### src/rtl/seg_scan_ctrl_pkg.sv
// Shared types and constants for the multiplexed 4-digit seven-segment scanner.
package seg_scan_ctrl_pkg;

  typedef enum logic [1:0] {
    ST_IDLE = 2'd0,
    ST_DEAD = 2'd1,
    ST_SCAN = 2'd2
  } state_t;

  localparam int         NUM_DIGITS = 4;
  localparam logic [6:0] SEG_BLANK  = 7'h7F;
  localparam logic [6:0] SEG_DASH   = 7'h3F;
  localparam logic [3:0] AN_OFF     = 4'hF;

endpackage

### src/rtl/seg_scan_ctrl_decode.sv
// BCD-plus-dash to active-low seven-segment pattern (bit 6 = g ... bit 0 = a).
module seg_decode
  import seg_scan_ctrl_pkg::*;
(
  input  logic [3:0] code,
  input  logic       blank,
  output logic [6:0] seg_n
);

  always_comb begin
    seg_n = SEG_BLANK;
    if (!blank) begin
      case (code)
        4'd0:    seg_n = 7'h40;
        4'd1:    seg_n = 7'h79;
        4'd2:    seg_n = 7'h24;
        4'd3:    seg_n = 7'h30;
        4'd4:    seg_n = 7'h19;
        4'd5:    seg_n = 7'h12;
        4'd6:    seg_n = 7'h02;
        4'd7:    seg_n = 7'h78;
        4'd8:    seg_n = 7'h00;
        4'd9:    seg_n = 7'h10;
        4'd15:   seg_n = SEG_DASH;
        default: seg_n = SEG_BLANK;
      endcase
    end
  end

endmodule

### src/rtl/seg_scan_ctrl.sv
// Time-multiplexed 4-digit display scanner with dead time between digits and a
// double-buffered value register that only swaps at frame boundaries.
module seg_scan_ctrl
  import seg_scan_ctrl_pkg::*;
#(
  parameter int DIV      = 1000,
  parameter int DEAD_CYC = 2
) (
  input  logic        clk,
  input  logic        rst_n,
  input  logic        en,
  input  logic        lzb,
  input  logic        upd_valid,
  input  logic [15:0] upd_data,
  output logic        upd_ready,
  output logic [6:0]  seg_n,
  output logic [3:0]  an_n,
  output logic        frame_o
);

  localparam int            CW        = (DIV > 1) ? $clog2(DIV) : 1;
  localparam logic [CW-1:0] DEAD_LAST = CW'(DEAD_CYC - 1);
  localparam logic [CW-1:0] SCAN_LAST = CW'(DIV - DEAD_CYC - 1);

  state_t        state, state_next;
  logic [1:0]    digit, digit_next;
  logic [CW-1:0] cnt, cnt_next;
  logic [15:0]   disp, pend;
  logic          pend_full;
  logic          commit, frame_next;
  logic [6:0]    seg_next, dec_seg;
  logic [3:0]    an_next;
  logic [3:0]    zero_vec, blank_vec;

  genvar gi;
  generate
    for (gi = 0; gi < NUM_DIGITS; gi++) begin : g_zero
      assign zero_vec[gi] = (disp[4*gi +: 4] == 4'd0);
    end
  endgenerate

  // A digit is a leading zero only if every more significant digit is zero too.
  always_comb begin
    blank_vec    = 4'b0000;
    blank_vec[3] = lzb & zero_vec[3];
    blank_vec[2] = blank_vec[3] & zero_vec[2];
    blank_vec[1] = blank_vec[2] & zero_vec[1];
  end

  seg_decode u_decode (
    .code  (disp[{digit_next, 2'b00} +: 4]),
    .blank (blank_vec[digit_next]),
    .seg_n (dec_seg)
  );

  always_comb begin
    state_next = state;
    digit_next = digit;
    cnt_next   = cnt;
    frame_next = 1'b0;
    commit     = 1'b0;
    an_next    = AN_OFF;
    seg_next   = SEG_BLANK;
    if (!en) begin
      state_next = ST_IDLE;
      digit_next = 2'd0;
      cnt_next   = '0;
      commit     = (state == ST_IDLE);
    end else begin
      case (state)
        ST_IDLE: begin
          state_next = ST_DEAD;
          digit_next = 2'd0;
          cnt_next   = '0;
          commit     = 1'b1;
        end
        ST_DEAD: begin
          if (cnt == DEAD_LAST) begin
            state_next = ST_SCAN;
            cnt_next   = '0;
          end else begin
            cnt_next = cnt + 1'b1;
          end
        end
        ST_SCAN: begin
          if (cnt == SCAN_LAST) begin
            state_next = ST_DEAD;
            cnt_next   = '0;
            digit_next = digit + 2'd1;
            if (digit == 2'd3) begin
              frame_next = 1'b1;
              commit     = 1'b1;
            end
          end else begin
            cnt_next = cnt + 1'b1;
          end
        end
        default: begin
          state_next = ST_IDLE;
          digit_next = 2'd0;
          cnt_next   = '0;
        end
      endcase
    end
    // Outputs are registered from the next state so they move with the state.
    if (state_next == ST_SCAN) begin
      an_next             = AN_OFF;
      an_next[digit_next] = 1'b0;
      seg_next            = dec_seg;
    end
  end

  always_ff @(posedge clk or negedge rst_n) begin
    if (!rst_n) begin
      state     <= ST_IDLE;
      digit     <= 2'd0;
      cnt       <= '0;
      disp      <= 16'h0000;
      pend      <= 16'h0000;
      pend_full <= 1'b0;
      an_n      <= AN_OFF;
      seg_n     <= SEG_BLANK;
      frame_o   <= 1'b0;
    end else begin
      state   <= state_next;
      digit   <= digit_next;
      cnt     <= cnt_next;
      an_n    <= an_next;
      seg_n   <= seg_next;
      frame_o <= frame_next;
      // Commit and accept are exclusive on pend_full, so a value taken on the
      // frame-end edge waits for the next frame end instead of being lost.
      if (commit && pend_full) begin
        disp      <= pend;
        pend_full <= 1'b0;
      end else if (upd_valid && !pend_full) begin
        pend      <= upd_data;
        pend_full <= 1'b1;
      end
    end
  end

  assign upd_ready = !pend_full;

endmodule
### config.mk
export PLATFORM = sky130hd
export DESIGN_NAME = seg_scan_ctrl
export DESIGN_NICKNAME = d
export VERILOG_FILES = /design/src/rtl/seg_scan_ctrl_pkg.sv /design/src/rtl/seg_scan_ctrl_decode.sv /design/src/rtl/seg_scan_ctrl.sv
export SDC_FILE = /design/constraint.sdc
export NUM_CORES = 1
export LEC_CHECK = 0
export ABC_CLOCK_PERIOD_IN_PS = 4100
export CAP_MARGIN = 40
export CORE_MARGIN = 4
export CORE_UTILIZATION = 50
export CTS_CLUSTER_SIZE = 12
export DETAILED_ROUTE_END_ITERATION = 7
export PLACE_DENSITY = 0.77
export SYNTH_ARGS = -nofsm -noshare
export SYNTH_HDL_FRONTEND = slang
export SYNTH_SLANG_ARGS = --single-unit
### constraint.sdc
create_clock -name clk -period 4.1 [get_ports clk]
set_input_delay 1.025 -clock clk [delete_from_list [all_inputs] [get_ports clk]]
set_output_delay 1.025 -clock clk [all_outputs]
set_load 0.01 [all_outputs]
==> results of run 1 <==
## layout make-up
class,count,area (um2),share of cell area
Sequential cell,59,1490,0.439
Timing Repair Buffer,36,348,0.103
Inverter,12,45.0,0.0133
Clock buffer,14,153,0.0450
Tap cell,70,87.6,0.0258
Multi-Input combinational cell,154,1210,0.356
Clock inverter,2,60.1,0.0177
## power groups by stage
stage          clock network, mW  logic (mW)  registers, mW
4_1_cts                    0.590       0.437          0.828
5_1_grt                    0.622       0.482          0.845
3_5_place_dp                   0       0.434          0.838
2_1_floorplan                  0       0.346          0.797
3_3_place_gp                   0       0.421          0.833
6_report                   0.576       0.433          0.826
## cell usage in the layout (no fill, tap or decap), types with 2 or more instances in the layout
| cell | netlist | layout |
|---|---|---|
| sky130_fd_sc_hd__mux2i_4 | 2 | 2 |
| sky130_fd_sc_hd__clkdlybuf4s50_1 | 0 | 32 |
| sky130_fd_sc_hd__nand2b_1 | 2 | 2 |
| sky130_fd_sc_hd__nor3_1 | 4 | 4 |
| sky130_fd_sc_hd__xor2_1 | 6 | 6 |
| sky130_fd_sc_hd__buf_4 | 1 | 3 |
| sky130_fd_sc_hd__mux2i_1 | 8 | 8 |
| sky130_fd_sc_hd__a21oi_1 | 3 | 3 |
| sky130_fd_sc_hd__nor2b_1 | 2 | 2 |
| sky130_fd_sc_hd__nand4_1 | 3 | 3 |
| sky130_fd_sc_hd__mux2_2 | 34 | 34 |
| sky130_fd_sc_hd__nor4_1 | 5 | 5 |
| sky130_fd_sc_hd__clkbuf_1 | 2 | 4 |
| sky130_fd_sc_hd__dfstp_2 | 11 | 11 |
| sky130_fd_sc_hd__inv_2 | 3 | 3 |
| sky130_fd_sc_hd__dfrtp_1 | 48 | 48 |
| sky130_fd_sc_hd__and2_1 | 2 | 2 |
| sky130_fd_sc_hd__xnor2_1 | 2 | 2 |
| sky130_fd_sc_hd__nand2_1 | 15 | 15 |
| sky130_fd_sc_hd__inv_1 | 9 | 9 |
| sky130_fd_sc_hd__o21ai_1 | 8 | 8 |
| sky130_fd_sc_hd__ha_1 | 8 | 8 |
| sky130_fd_sc_hd__nand3_1 | 6 | 6 |
| sky130_fd_sc_hd__clkbuf_8 | 0 | 10 |
| sky130_fd_sc_hd__nor2_1 | 26 | 26 |
| sky130_fd_sc_hd__bufinv_16 | 0 | 2 |
## cells by family (layout without fill, tap and decap cells)
logic type	after synthesis	after routing	synth area share
compound gates	22	22	0.0632
mux	45	45	0.188
simple gates	71	71	0.123
fa+ha+maj	8	8	0.0361
xor+xnor	8	8	0.0253
buf+inv	17	64	0.0271
flops	59	59	0.537
## registers in the layout (all words and copies together), names as in the netlist
name,flops
cnt,10
digit,2
disp,16
pend,16
an_n,4
seg_n,7
frame_o,1
state,2
pend_full,1
## routing by layer
layer | GRT usage | vias to the layer above | part of all wire
li1 | - | 889 | -
met1 | 0.212 | 845 | 0.47
met2 | 0.254 | 36 | 0.46
met3 | 0.0629 | 12 | 0.044
met4 | 0.0880 | 0 | 0.023
met5 | 0 | - | 0
## through the flow
stage	power, mW	setup slack, ns	cells	hold slack, ns	utilization
floorplan	1.14	1.18	230	0.477	-
global placement	1.25	0.938	331	0.490	0.607
detailed placement	1.27	0.878	331	0.495	0.607
CTS	1.85	0.843	347	0.512	0.648
global route	1.95	0.540	347	0.524	0.648
finish	1.83	0.839	347	0.506	0.648
## worst min path at each step
stage,slack [ns],end,cells past startpoint
finish,0.51,pend[13]$_DFFE_PN0P_,1
global route,0.52,disp[6]$_DFFE_PN0P_,1
CTS,0.51,disp[1]$_DFFE_PN0P_,1
detailed placement,0.49,pend[12]$_DFFE_PN0P_,1
global placement,0.49,pend[5]$_DFFE_PN0P_,1
floorplan,0.48,pend[0]$_DFFE_PN0P_,1
## worst max-delay path: stages, from the launching register on
cell and delay [ns]:
sky130_fd_sc_hd__dfrtp_1 0.42, sky130_fd_sc_hd__inv_1 0.07, sky130_fd_sc_hd__ha_1 0.15, sky130_fd_sc_hd__or3b_4 0.39, sky130_fd_sc_hd__o311a_1 0.34, sky130_fd_sc_hd__o31ai_4 0.62
sky130_fd_sc_hd__mux2i_1 0.20, sky130_fd_sc_hd__mux2i_2 0.35, sky130_fd_sc_hd__inv_1 0.14, sky130_fd_sc_hd__and3_1 0.21, sky130_fd_sc_hd__o41ai_2 0.27
==> flow_results.org, run 1 <==
** Power and ir drop
- The internal power of the cells totals 1.32 mW.
- In this run the static leakage power is 1.43 nW.
- Net Sw Frac :: 0.280
- Switching component of the power :: 0.514 mW
- Of the total power, registers draw 0.450.
- VDD sags by at most 314 uV.
- The share of total power dissipated in the clock network is 0.314.
- For this design the ratio of total power to cell area is 541 nW/um2.
- Combinational power share :: 0.236

** Routing
- Final antenna-violating net count :: 0
- Starting DRT DRC Count :: 61
- For this block, the via count after detailed routing is 1,782.
- After detailed routing, the average wire length per cell comes to 14.0 um.
- Post-Route WL :: 4860 um
- After detailed routing, the number of vias per cell comes to 5.14.
- The first detailed-routing pass ran for 4 iterations.
- Remaining DRCs :: 0

** Finish
- With fillers left out, the area of the finished cells amounts to 3390 um2.
- Total inserted antenna cells :: 0
- The final layout contains 301 nets.
- The area growth from synthesis to layout is 22.3%.
- In the final layout, the share of cells above drive strength 1 is 0.264.
- Filler cell count in the final layout :: 409

** Worst setup path
- STA classifies the critical path endpoint as a flip-flop.
- Type of the setup path with the least slack :: reg -> reg
- Start point of the critical path :: cnt[1]$_DFF_PN0_
- The worst register-to-register path begins at cnt[1]$_DFF_PN0_.
- For the worst setup path, the data arrival time is 3.50 ns.
- Setup slack of the most critical reg-to-reg path :: 0.84 ns
- Critical R2R Capture :: seg_n[6]$_DFF_PN1_
- The worst setup path is launched from a flip-flop.
- In this run the worst path has a maximum fanout of 12.
- For the worst flop-to-flop path, the logic depth is 10.
- Required time of the critical path :: 4.34 ns
- Following the worst setup path forward leads to its endpoint at seg_n[6]$_DFF_PN1_.

** Timing
- Dividing the final minimum period by the clock period gives 0.795.
- Across the routed clock network, the largest skew measured is 0.00921 ns.
- Setup repair after global routing left no endpoint under its margin.
- Final hold violation count :: 0
- For this run, the top clock speed supported by timing is 0.307 GHz.
- Number of pins with negative max-slew slack in the final report :: 0
- The worst pin sits at a relative slew slack of 0.490.
- Count of endpoints failing setup in the final report :: 0
- At the pin with the least slew margin, the transition time is 0.765 ns.
- The smallest clock period supported by the final layout is computed as 3.26 ns.
- Setup_tns :: 0 ns

** Yosys
- Yosys synthesis warning count :: 0
- The number of nets in the synthesized netlist is 259.
- In this run the mean area of a mapped cell was 12.1 um2.
- Most frequent cells after synthesis :: 48 x sky130_fd_sc_hd__dfrtp_1, 34 x sky130_fd_sc_hd__mux2_2, 26 x sky130_fd_sc_hd__nor2_1
- By instance count, the leading cell after synthesis is sky130_fd_sc_hd__dfrtp_1.
- Count of unique library cells instantiated by Yosys :: 43
- Number of enable flip-flop cells after synthesis :: 0
- The share of the Yosys chip area taken by registers is 0.537.
- Number of cells produced by synthesis :: 230
- The largest total area in the synthesized netlist belongs to sky130_fd_sc_hd__dfrtp_1.
- Synth Flop Type :: sky130_fd_sc_hd__dfrtp_1
- Area contributors post-synth :: sky130_fd_sc_hd__dfrtp_1 43%, sky130_fd_sc_hd__mux2_2 14%, sky130_fd_sc_hd__dfstp_2 10%
- Counting flops with an async set or reset pin after synthesis yields a share of 1.00.
- Share of the synthesized area in the top cell type :: 0.433
- Seq cells post-synth :: 59
- The cell area that synthesis handed to floorplanning was 2770 um2.

** Placement
- Placer congestion estimate :: 0.829
- Total of buffers placed on input and output ports :: 33
- DPL Wire Length :: 3490 um
- After detailed placement, the total cell area comes to 3180 um2.

** Clock tree
- CTS saw 59 sinks.
- Postcts setup bufs :: 0
- Clock input transition at the sequential cells of the worst setup and hold paths :: 0.07 ns
- Clock latency on the worst-skew pair, taken at its later pin, is 0.34 ns.
- Number of clock buffers inserted by TritonCTS :: 9
- The cell sitting at the root of the clock tree is a sky130_fd_sc_hd__clkbuf_8.
- Post-CTS Resized :: 0
- TritonCTS built the clock tree.
- Post-CTS Hold Fix Bufs :: 0
- CTS H-Tree Depth :: 3
- The longest clock path from root to sink contains 2 buffers.

** Global route
- Largest net degree at the start of global routing :: 38
- GRT Util Overall :: 0.169
- The first global-routing pass estimated 8380 um of wire.
- Vias in the first global route :: 1,798
- The initial antenna violation count was 0.
- Summed over all layers, the global routing overflow is 0.

** Hold path
- Min-delay src :: pend[13]$_DFFE_PN0P_
- Worst min path class :: reg -> reg

** Run
- Max-cap violations in this run came to 0.

** Floorplanning
- Horizontal die dimension :: 82.5 um
- In this run the core area contains 26 standard-cell rows.
- After floorplanning, the core was sized to cover 5240 um2.
- Die span in y :: 82.5 um
- Initial Util :: 0.530
- The die covers 6800 um2.
- During I/O placement, the number of pins put on the boundary was 34.

** Status
- The flow ran to the end, and the final reports show no timing, DRC or antenna violations.
(Power assumes the default switching activity.)
==> run 2: changes to the inputs <==
- ABC_CLOCK_PERIOD_IN_PS: 4100 -> 3400
- clock period: 4.1 -> 3.4 ns (I/O delays scaled with it)
==> run 2 against run 1 <==
Fmax up 1.6%. Total power up 20%. Hold slack worse by 0.0050 ns. Die area unchanged.
==> flow_results.org, run 2 (synthesized netlist as in run 1, its figures left out) <==
** Power and ir drop
- Pwr Density :: 647 nW/um2 (+20%)
- The net switching power figure came to 0.636 mW (+24%).
- Combinational power share :: 0.244 (+0.008)
- The internal power component is 1.57 mW (+19%).
- The portion of total power attributed to sequential cells is 0.450 (about the same).
- The worst vdd rail ir drop was 418 uV (+33%).
- The clock group share of total power is 0.306 (-0.008).
- Static power due to leakage :: 1.44 nW (+0.54%)
- The total power came to 2.21 mW (+20%).
- The switching share of power was 0.288 (+0.00759).

** Worst setup path
- The number of cells on the worst reg-to-reg path came to 10 (unchanged).
- In this run the critical register-to-register path is launched from cnt[0]$_DFF_PN0_.
- CP Capture Type :: flip-flop
- The critical path is of the reg -> reg type.
- Following the worst setup path forward leads to its endpoint at seg_n[6]$_DFF_PN1_.
- The sum of buffers and inverters on the critical path came to 1 (-1).
- The slowest stage of the critical path belongs to the cell sky130_fd_sc_hd__dfrtp_1.
- The worst setup path is launched from a flip-flop.
- The register-to-register setup slack came to 0.19 ns (-0.65 ns).
- The highest cell delay on the worst timing path is 0.45 ns (-0.17 ns).
- The data required time of the worst path was 3.64 ns (-0.70 ns).
- CP Max Fanout :: 8 (-4)
- Traced cell by cell, the critical path runs through ha_1, or3b_4, nor3_2, mux2_2, a21oi_4, mux2_2, inv_2, ha_1, nor3_1, o41ai_2.
- The number of logic stages on the critical path including buffering is 10 (unchanged).
- Start point of the critical path :: cnt[0]$_DFF_PN0_
- The data arrival time at the worst-slack endpoint is 3.45 ns (-0.05 ns).
- Critical R2R Capture :: seg_n[6]$_DFF_PN1_
- Crit-path leading delay family :: multiplexers

** Routing
- Post-Route WL :: 5070 um (+4.2%)
- The remaining antenna violation count after routing came to 0 (unchanged).
- Starting DRT DRC Count :: 36 (-41%)
- Remaining DRCs :: 0 (unchanged)
- TritonRoute pass-1 iters :: 4 (unchanged)
- The total number of vias was 1,819 (+2.1%).
- Detail-routed net length per standard cell :: 14.5 um (+3.6%)
- Via count normalized by instance count :: 5.21 (+1.5%)

** Timing
- Setup clock skew after layout :: 0.00641 ns (-0.00280 ns)
- The part of the cycle the worst path needs is 0.944 (+0.149).
- Tightest slew margin relative to the limit :: 0.568 (+0.0776)
- Post-route minimum period :: 3.21 ns (-0.0504 ns)
- Transition time at the pin with the least slew margin :: 0.644 ns (-0.121 ns)
- Count of endpoints failing setup in the final report :: 0 (unchanged)
- Number of pins with negative max-slew slack in the final report :: 0 (unchanged)
- The sum of negative setup slack was 0 ns (unchanged).
- Setup repair after global routing left no endpoint under its margin.
- Max Clock Freq :: 0.311 GHz (+1.6%)
- The smallest setup slack after layout is 0.189 ns (-0.650 ns).
- Final hold violation count :: 0 (unchanged)

** Floorplanning
- The I/O pin count is 34 (unchanged).
- The number of cell rows came to 26 (unchanged).
- Die area :: 6800 um2 (unchanged)
- Die span in y :: 82.5 um (unchanged)
- Initial Util :: 0.530 (unchanged)
- Horizontal die dimension :: 82.5 um (unchanged)
- The core outline area is 5240 um2 (unchanged).

** Global route
- Global-route wire length before repair :: 8650 um (+3.1%)
- GRT Util Overall :: 0.173 (+0.00383)
- The overall overflow remaining after global route came to 0 (unchanged).
- The via count of the first global-routing pass came to 1,862 (+3.6%).
- The initial antenna violation count was 0 (unchanged).
- The pin count of the biggest net entering global routing is 27 (-29%).

** Finish
- The fraction of final layout cells with drive strength greater than 1 was 0.276 (+0.0124).
- The largest registers in the layout are disp x16, pend x16, cnt x10.
- The combined flip-flop and latch cell area came to 1490 um2 (unchanged).
- Post-layout nets :: 303 (+0.66%)
- Most common cell after layout, fill and taps aside :: sky130_fd_sc_hd__dfrtp_1
- Final core utilization :: 0.651 (+0.00382)
- The fill cell instance count of the final layout is 417 (+2.0%).
- Highest-count cells in the layout ignoring fill and taps :: 48 x sky130_fd_sc_hd__dfrtp_1, 34 x sky130_fd_sc_hd__mux2_2, 32 x sky130_fd_sc_hd__clkdlybuf4s50_1
- Total area of multi-input combinational cells :: 1220 um2 (+0.72%)
- Layout Area Growth over Synthesis :: 23.0%
- The antenna diode count was 0 (unchanged).

** Hold path
- The tightest min-delay check is of the in -> async type.

** Placement
- The half-perimeter wire length after detailed placement is 3700 um (+6.2%).
- The final RePlAce weighted congestion came to 0.824 (-0.52%).
- The pre-CTS setup slack is 0.216 ns (-0.661 ns).
- Total of buffers placed on input and output ports :: 33 (unchanged)

** Clock tree
- Clk Tree Root Cell :: sky130_fd_sc_hd__clkbuf_8
- The clock insertion delay at the later pin of the skew report came to 0.34 ns (about the same).
- The number of setup buffers added after CTS is 0 (unchanged).
- Clk buf depth :: 2 (unchanged)
- The total number of H-tree levels was 3 (unchanged).
- TritonCTS built the clock tree.
- The clock-pin transition on the worst setup and hold timing paths is 0.06 ns (about the same).
- The sink count of the clock tree was 59 (unchanged).
- Number of clock buffers inserted by TritonCTS :: 9 (unchanged)
- The hold buffer count at CTS came to 0 (unchanged).

** Run
- Number of maximum-capacitance violations :: 0 (unchanged)

** Status
- The flow ran to the end, and the final reports show no timing, DRC or antenna violations.
run 2: cell count changes in the layout (fill, tap and decap cells not counted):
cell / previous run / this run
sky130_fd_sc_hd__clkbuf_8: 10 / 9
sky130_fd_sc_hd__clkbuf_1: 4 / 2
sky130_fd_sc_hd__clkinvlp_4: 0 / 1
sky130_fd_sc_hd__buf_4: 3 / 5
sky130_fd_sc_hd__mux2i_2: 1 / 0
sky130_fd_sc_hd__mux2i_4: 2 / 3
sky130_fd_sc_hd__clkinv_2: 0 / 2
run 2: routing by layer:
layer	wire, um	track usage	vias to the layer above	part of all wire
li1	-	-	893	-
met1	2180	0.208	887	0.43
met2	2570	0.284	31	0.51
met3	226	0.0618	8	0.045
met4	83	0.0648	0	0.016
met5	0	0	-	0
run 2: final cells by class:
class	count	area share
well taps	70	0.0257
multi-input cells	154	0.357
repair buffers	38	0.106
inverters	12	0.0132
clock buffers	11	0.0385
flip-flops and latches	59	0.437
clock inverters	5	0.0227
run 2: worst reg2reg max path, cell delays in order (launching register included):
cell and delay (ns):
sky130_fd_sc_hd__dfrtp_1 0.45, sky130_fd_sc_hd__ha_1 0.19, sky130_fd_sc_hd__or3b_4 0.39, sky130_fd_sc_hd__nor3_2 0.24, sky130_fd_sc_hd__mux2_2 0.40, sky130_fd_sc_hd__a21oi_4 0.37, sky130_fd_sc_hd__mux2_2 0.42, sky130_fd_sc_hd__inv_2 0.08
sky130_fd_sc_hd__ha_1 0.14, sky130_fd_sc_hd__nor3_1 0.07, sky130_fd_sc_hd__o41ai_2 0.36
run 2: how the worst min path moves through the flow:
stage | to | slack [ns]
6_report | pend[5]$_DFFE_PN0P_ | 0.50
5_1_grt | pend[0]$_DFFE_PN0P_ | 0.52
4_1_cts | disp[1]$_DFFE_PN0P_ | 0.50
3_5_place_dp | pend[13]$_DFFE_PN0P_ | 0.49
3_3_place_gp | pend[15]$_DFFE_PN0P_ | 0.49
2_1_floorplan | pend[0]$_DFFE_PN0P_ | 0.48
run 2: through the flow:
stage	cells	area, um2	hold slack, ns
global placement	333	3190	0.487
detailed placement	333	3190	0.494
global route	349	3410	0.523
CTS	349	3400	0.497
finish	349	3410	0.502
floorplan	230	2770	0.477
run 2: power groups by stage:
stage | clock network (mW) | registers, mW | logic, mW
2_1_floorplan | 0 | 0.961 | 0.417
3_3_place_gp | 0 | 1.00 | 0.507
3_5_place_dp | 0 | 1.01 | 0.533
4_1_cts | 0.699 | 0.995 | 0.535
5_1_grt | 0.736 | 1.02 | 0.601
6_report | 0.676 | 0.993 | 0.539
run 2: repair_timing:
| action | in CTS | in global routing |
|---|---|---|
| resized for setup | 0 | 1 |
| endpoints found under the hold margin | 0 | 0 |
| setup endpoints to repair | 0 | 1 |
==> run 3: changes to the inputs <==
- CTS_BUF_LIST: unset -> sky130_fd_sc_hd__clkbuf_4 sky130_fd_sc_hd__clkbuf_8
==> run 3 against run 2 <==
Combinational power barely moved. Sequential power barely moved. Global-route usage barely moved. Clock skew barely moved. Clock power rose by 2%. Critical path type unchanged.
==> flow_results.org, run 3 (synthesized netlist as in run 1, its figures left out) <==
** Routing
- Via count :: 1,824 (+0.27%)
- TritonRoute pass-1 iters :: 5 (+1)
- Via count normalized by instance count :: 5.23 (+0.27%)
- The number of DRC violations after detailed-routing iteration 0 came to 48 (+33%).
- The aggregate routed wire length is 5070 um (about the same).
- The remaining design rule violation count came to 0 (unchanged).
- The per-cell routed wire length is 14.5 um (about the same).
- The remaining antenna violation count after routing came to 0 (unchanged).

** Clock tree
- Post-CTS Hold Fix Bufs :: 0 (unchanged)
- The total clock buffers created by CTS was 9 (unchanged).
- Clock input transition at the sequential cells of the worst setup and hold paths :: 0.06 ns (about the same)
- The clock insertion delay at the later pin of the skew report is 0.34 ns (about the same).
- # clock sinks :: 59 (unchanged)
- Clk buf depth :: 2 (unchanged)
- Postcts setup bufs :: 0 (unchanged)
- Clk Tree Root Cell :: sky130_fd_sc_hd__clkbuf_8
- CTS H-Tree Depth :: 3 (unchanged)
- TritonCTS built the clock tree.

** Floorplanning
- The die footprint came to 6800 um2 (unchanged).
- The I/O pin count was 34 (unchanged).
- The vertical die dimension is 82.5 um (unchanged).
- Horizontal die dimension :: 82.5 um (unchanged)
- Initial Util :: 0.530 (unchanged)
- Num rows :: 26 (unchanged)
- Area inside the core boundary :: 5240 um2 (unchanged)

** Hold path
- In this run the worst hold path is classified as in -> async.

** Finish
- Leaving out fill and tap cells, the most frequent cells in the layout are 48 x sky130_fd_sc_hd__dfrtp_1, 34 x sky130_fd_sc_hd__mux2_2, 32 x sky130_fd_sc_hd__clkdlybuf4s50_1.
- The post-layout instance area came to 3420 um2 (+0.22%).
- Total inserted antenna cells :: 0 (unchanged)
- Final core utilization :: 0.653 (+0.00143)
- The largest registers in the layout are disp x16, pend x16, cnt x10.
- Filler cell count in the final layout :: 413 (-0.96%)
- Layout Area Growth over Synthesis :: 23.3%
- Post-layout nets :: 303 (unchanged)
- Non-Filler Instances :: 349 (unchanged)
- The library cell used most frequently in the layout, excluding fill and tap cells, is sky130_fd_sc_hd__dfrtp_1.
- The fraction of final layout cells with drive strength greater than 1 was 0.283 (+0.00717).

** Timing
- The setup skew after layout is 0.00648 ns (+0.0000653 ns).
- The sum of negative setup slack is 0 ns (unchanged).
- Transition time at the pin with the least slew margin :: 0.644 ns (unchanged)
- The remaining max-slew budget at the tightest pin is 0.568 (unchanged).
- Unrepaired setup endpoints after global routing :: no
- The maximum clock frequency came to 0.311 GHz (about the same).
- The number of hold violations in the final report came to 0 (unchanged).
- The shortest period the worst path allows came to 3.21 ns (+0.00134 ns).
- Period utilisation layout :: 0.945 (about the same)
- Final worst setup slack :: 0.188 ns (-0.00134 ns)
- Number of pins with negative max-slew slack in the final report :: 0 (unchanged)
- The final setup violation count is 0 (unchanged).

** Placement
- DPL Wire Length :: 3700 um (unchanged)
- The pre-CTS setup slack came to 0.216 ns (unchanged).
- Cell count after placement :: 333 (unchanged)
- Cell area reported after detailed placement :: 3190 um2 (unchanged)
- The final RePlAce weighted congestion came to 0.824 (unchanged).
- The count of input and output buffers is 33 (unchanged).

** Worst setup path
- Required time of the critical path :: 3.64 ns (about the same)
- The endpoint identified for the worst register-to-register timing path is seg_n[6]$_DFF_PN1_.
- The worst setup path is captured at a flip-flop.
- CP Max Fanout :: 8 (unchanged)
- The number of cells on the worst reg-to-reg path is 10 (unchanged).
- The worst setup path is launched from a flip-flop.
- Among all stages on the critical path, the largest delay is contributed by sky130_fd_sc_hd__dfrtp_1.
- The worst register-to-register path begins at cnt[0]$_DFF_PN0_.
- Type of the setup path with the least slack :: reg -> reg
- The critical path goes through ha_1, or3b_4, nor3_2, mux2_2, a21oi_4, mux2_2, inv_2, ha_1, nor3_1, o41ai_2.
- The most critical setup path has its startpoint at cnt[0]$_DFF_PN0_.
- The data arrival time at the worst-slack endpoint was 3.45 ns (about the same).
- The highest cell delay on the worst timing path was 0.45 ns (about the same).
- The number of logic stages on the critical path including buffering is 10 (unchanged).
- On the critical path the largest part of the delay comes from multiplexers.
- Setup slack of the most critical reg-to-reg path :: 0.19 ns (about the same)
- Number of buffers and inverters on the critical path :: 1 (unchanged)

** Global route
- Initial antenna violation count :: 0 (unchanged)
- Final global-route overflow total :: 0 (unchanged)
- Vias in the first global route :: 1,865 (+0.16%)
- The pin count of the biggest net entering global routing was 27 (unchanged).
- The global-route wire length before repair was 8660 um (+0.16%).
- The overall routing resource usage is 0.173 (+0.000232).

** Power and ir drop
- The static leakage was 1.44 nW (+0.48%).
- Pwr Density :: 650 nW/um2 (+0.51%)
- Peak supply drop :: 457 uV (+9.4%)

** Run
- The number of maximum-capacitance constraint violations came to 0 (unchanged).

** Status
- The flow ran to the end, and the final reports show no timing, DRC or antenna violations.
-- run 3: per-layer routing --
metal	GRT usage	up-vias	wire length, um
met5	0	-	0
li1	-	891	-
met2	0.284	34	2580
met1	0.208	890	2180
met4	0.0648	0	74
met3	0.0618	9	228
-- run 3: per-stage QoR --
stage,hold slack (ns),power [mW]
after floorplan,0.477,1.38
after global placement,0.487,1.51
after detailed placement,0.494,1.54
after CTS,0.497,2.24
after global routing,0.523,2.37
final,0.503,2.22
-- run 3: area by class of cell --
class	instances	area, um2	area share
Sequential cell	59	1490	0.436
Multi-Input combinational cell	154	1220	0.356
Timing Repair Buffer	38	363	0.106
Clock buffer	11	139	0.0406
Tap cell	70	87.6	0.0256
Clock inverter	5	77.6	0.0227
Inverter	12	45.0	0.0132
-- run 3: how the worst max path moves through the flow --
stage / to / slack (ns)
3_5_place_dp: seg_n[6]$_DFF_PN1_ / 0.22
4_1_cts: seg_n[6]$_DFF_PN1_ / 0.21
6_report: seg_n[6]$_DFF_PN1_ / 0.19
2_1_floorplan: seg_n[6]$_DFF_PN1_ / 0.48
3_3_place_gp: seg_n[6]$_DFF_PN1_ / 0.36
5_1_grt: seg_n[6]$_DFF_PN1_ / 0.02
-- run 3: timing repair --
item                                   4_1_cts  5_1_grt
endpoints found under the hold margin        0        0
gates resized for setup                      0        1
setup endpoints to repair                    0        1
-- run 3: worst register-to-register path: cells and delay by family (launching register included) --
kind | cells | cell delay, ns
mux | 2 | 0.82
compound gates | 2 | 0.73
simple gates | 3 | 0.70
flops | 1 | 0.45
fa+ha+maj | 2 | 0.33
buf+inv | 1 | 0.08
-- run 3: where the power goes --
group | internal, mW | total (mW) | switching, mW | leakage, nW
Clock | 0.426 | 0.692 | 0.266 | 0.110
Combinational | 0.285 | 0.540 | 0.255 | 0.624
Sequential | 0.877 | 0.993 | 0.115 | 0.710
Total | 1.59 | 2.22 | 0.636 | 1.44
==> edit: new RTL, settings of run 2 <==
The 3 states of `state_t` get a one-hot encoding in 3 bits.
--- a/src/rtl/seg_scan_ctrl_pkg.sv
+++ b/src/rtl/seg_scan_ctrl_pkg.sv
@@ -3,6 +3,6 @@
 
-  typedef enum logic [1:0] {
-    ST_IDLE = 2'd0,
-    ST_DEAD = 2'd1,
-    ST_SCAN = 2'd2
+  typedef enum logic [2:0] {
+    ST_IDLE = 3'b001,
+    ST_DEAD = 3'b010,
+    ST_SCAN = 3'b100
   } state_t;
Function: no difference found for any inputs over 10 cycles, from zero or initial values and one cycle with rst_n low; not proved beyond that.
==> edit against run 2 <==
- power grew 16%
- wire length increased by 9.4%
- core utilization shrank 1.6 points
- critical path depth rose by 1
- area after synthesis grew 6.3%
- highest routed layer unchanged
- final area rose by 4.4%
- setup slack improved by 0.16 ns
- sequential cell count grew 1
==> edit: results (changes against run 2) <==
| Metric | Value |
|---|---|
| Outcome | `complete, no violations (unchanged)` |
| Nets@finish | `309 (was 303)` |
| CP max stage delay | `0.66 ns (was 0.45 ns)` |
| CP max-delay cell | `o311ai_4 (was dfrtp_1)` |
| Met2 usage | `27.0% (was 28.4%)` |
| Worst Hold Margin | `0.410 ns (was 0.502 ns)` |
| Power in the clock group | `0.000713 W (was 0.000676 W)` |
| Clock latency on the worst-skew pair | `0.34 ns (about the same)` |
| Largest net degree at the start of global routing | `26 (was 27)` |
| Cell family with most CP delay | `compound AO/OA/AOI/OAI gates (was multiplexers)` |
| Top Registers | `disp: 16 flops, pend: 16 flops, cnt: 10 flops (unchanged)` |
| H-tree depth | `3 (unchanged)` |
| Max VDD drop | `0.406 mV (was 0.418 mV)` |
| Synth area leaders | `dfrtp_1 (41%), mux2_2 (12%), dfstp_2 (11%) (was dfrtp_1 (43%), mux2_2 (14%), dfstp_2 (10%))` |
| Fillers | `482 (was 417)` |
| Post-DP HPWL | `4120 um (was 3700 um)` |
| Setup Skew | `0.0128 ns (was 0.00641 ns)` |
| CP max FO | `17 (was 8)` |
| Gp weighted congestion | `0.936 (was 0.824)` |
| Most frequent cells after synthesis | `dfrtp_1 (48), mux2_2 (32), nor2_1 (21) (was dfrtp_1 (48), mux2_2 (34), nor2_1 (26))` |
| N_diodes | `0 (unchanged)` |
| Initial Util | `52.6% (was 53.0%)` |
| Dpl ws | `0.408 ns (was 0.216 ns)` |
| Slew margin rel. | `46.9% (was 56.8%)` |
| CTS clk-pin slew, worst paths | `0.07 ns` |
| Number of distinct library cells after synthesis | `60 (was 43)` |
| Met3 Resource Use GR | `4.12% (was 6.18%)` |
| Post-CTS setup buffer count | `0 (unchanged)` |
| GRT Overall Usage | `17.2% (was 17.3%)` |
| Crit path arrival time | `3.31 ns (was 3.45 ns)` |
| Share of cells above drive strength 1 | `31.8% (was 27.6%)` |
| Vias in the first global route | `2038 (was 1862)` |
| Syn nets | `269 (was 259)` |
| DRT iter0 DRCs | `126 (was 36)` |
| Cts bufs inserted | `9 (unchanged)` |
| Pint | `0.00179 W (was 0.00157 W)` |
| First-pass GRT wire length | `9620 um (was 8650 um)` |
| Buffers on Ports | `33 (unchanged)` |
| Setup Crit Path Kind | `reg -> reg (unchanged)` |
| Post-cts sizing count | `0 (unchanged)` |
| Total length of routed wires | `5540 um (was 5070 um)` |
| Reg2Reg Depth | `11 (was 10)` |
| Sequential area share after synthesis | `51.4% (was 53.7%)` |
| Reg2reg setup slack | `0.35 ns (was 0.19 ns)` |
| Logic pwr share | `29.1% (was 24.4%)` |
| Met1 Resource Use GR | `21.5% (was 20.8%)` |
| Lkg Pwr | `1.48 nW (was 1.44 nW)` |
| DR vias/cell | `5.52 (was 5.21)` |
## edit: cells by family after synthesis
kind of cell    Yosys count  share of synthesized area [%]
simple gates             90                           18.8
flops                    60                           51.4
mux                      36                           13.7
compound gates           28                           8.62
buf+inv                  17                           3.01
xor+xnor                  9                           2.67
fa+ha+maj                 4                           1.70
## edit: cell type report
class	count	share of cell area, %
Inverter	9	0.948
Clock buffer	10	3.86
Timing Repair Buffer	37	9.97
Clock inverter	6	2.46
Multi-Input combinational cell	167	37.7
Tap cell	72	2.53
Sequential cell	60	42.6
## edit: per-stage QoR
step / util, % / area (um^2) / cells / power (W)
after global routing: 63.5 / 3560 / 361 / 0.00271
after global placement: 59.5 / 3340 / 345 / 0.00182
final: 63.5 / 3560 / 361 / 0.00256
after floorplan: - / 2950 / 244 / 0.00167
after CTS: 63.5 / 3560 / 361 / 0.00258
after detailed placement: 59.5 / 3340 / 345 / 0.00187
## edit: metal layers
layer	routed length, um	share of wire (%)
met4	95	1.7
met1	2470	45
met2	2760	50
met5	0	0
met3	222	4.0
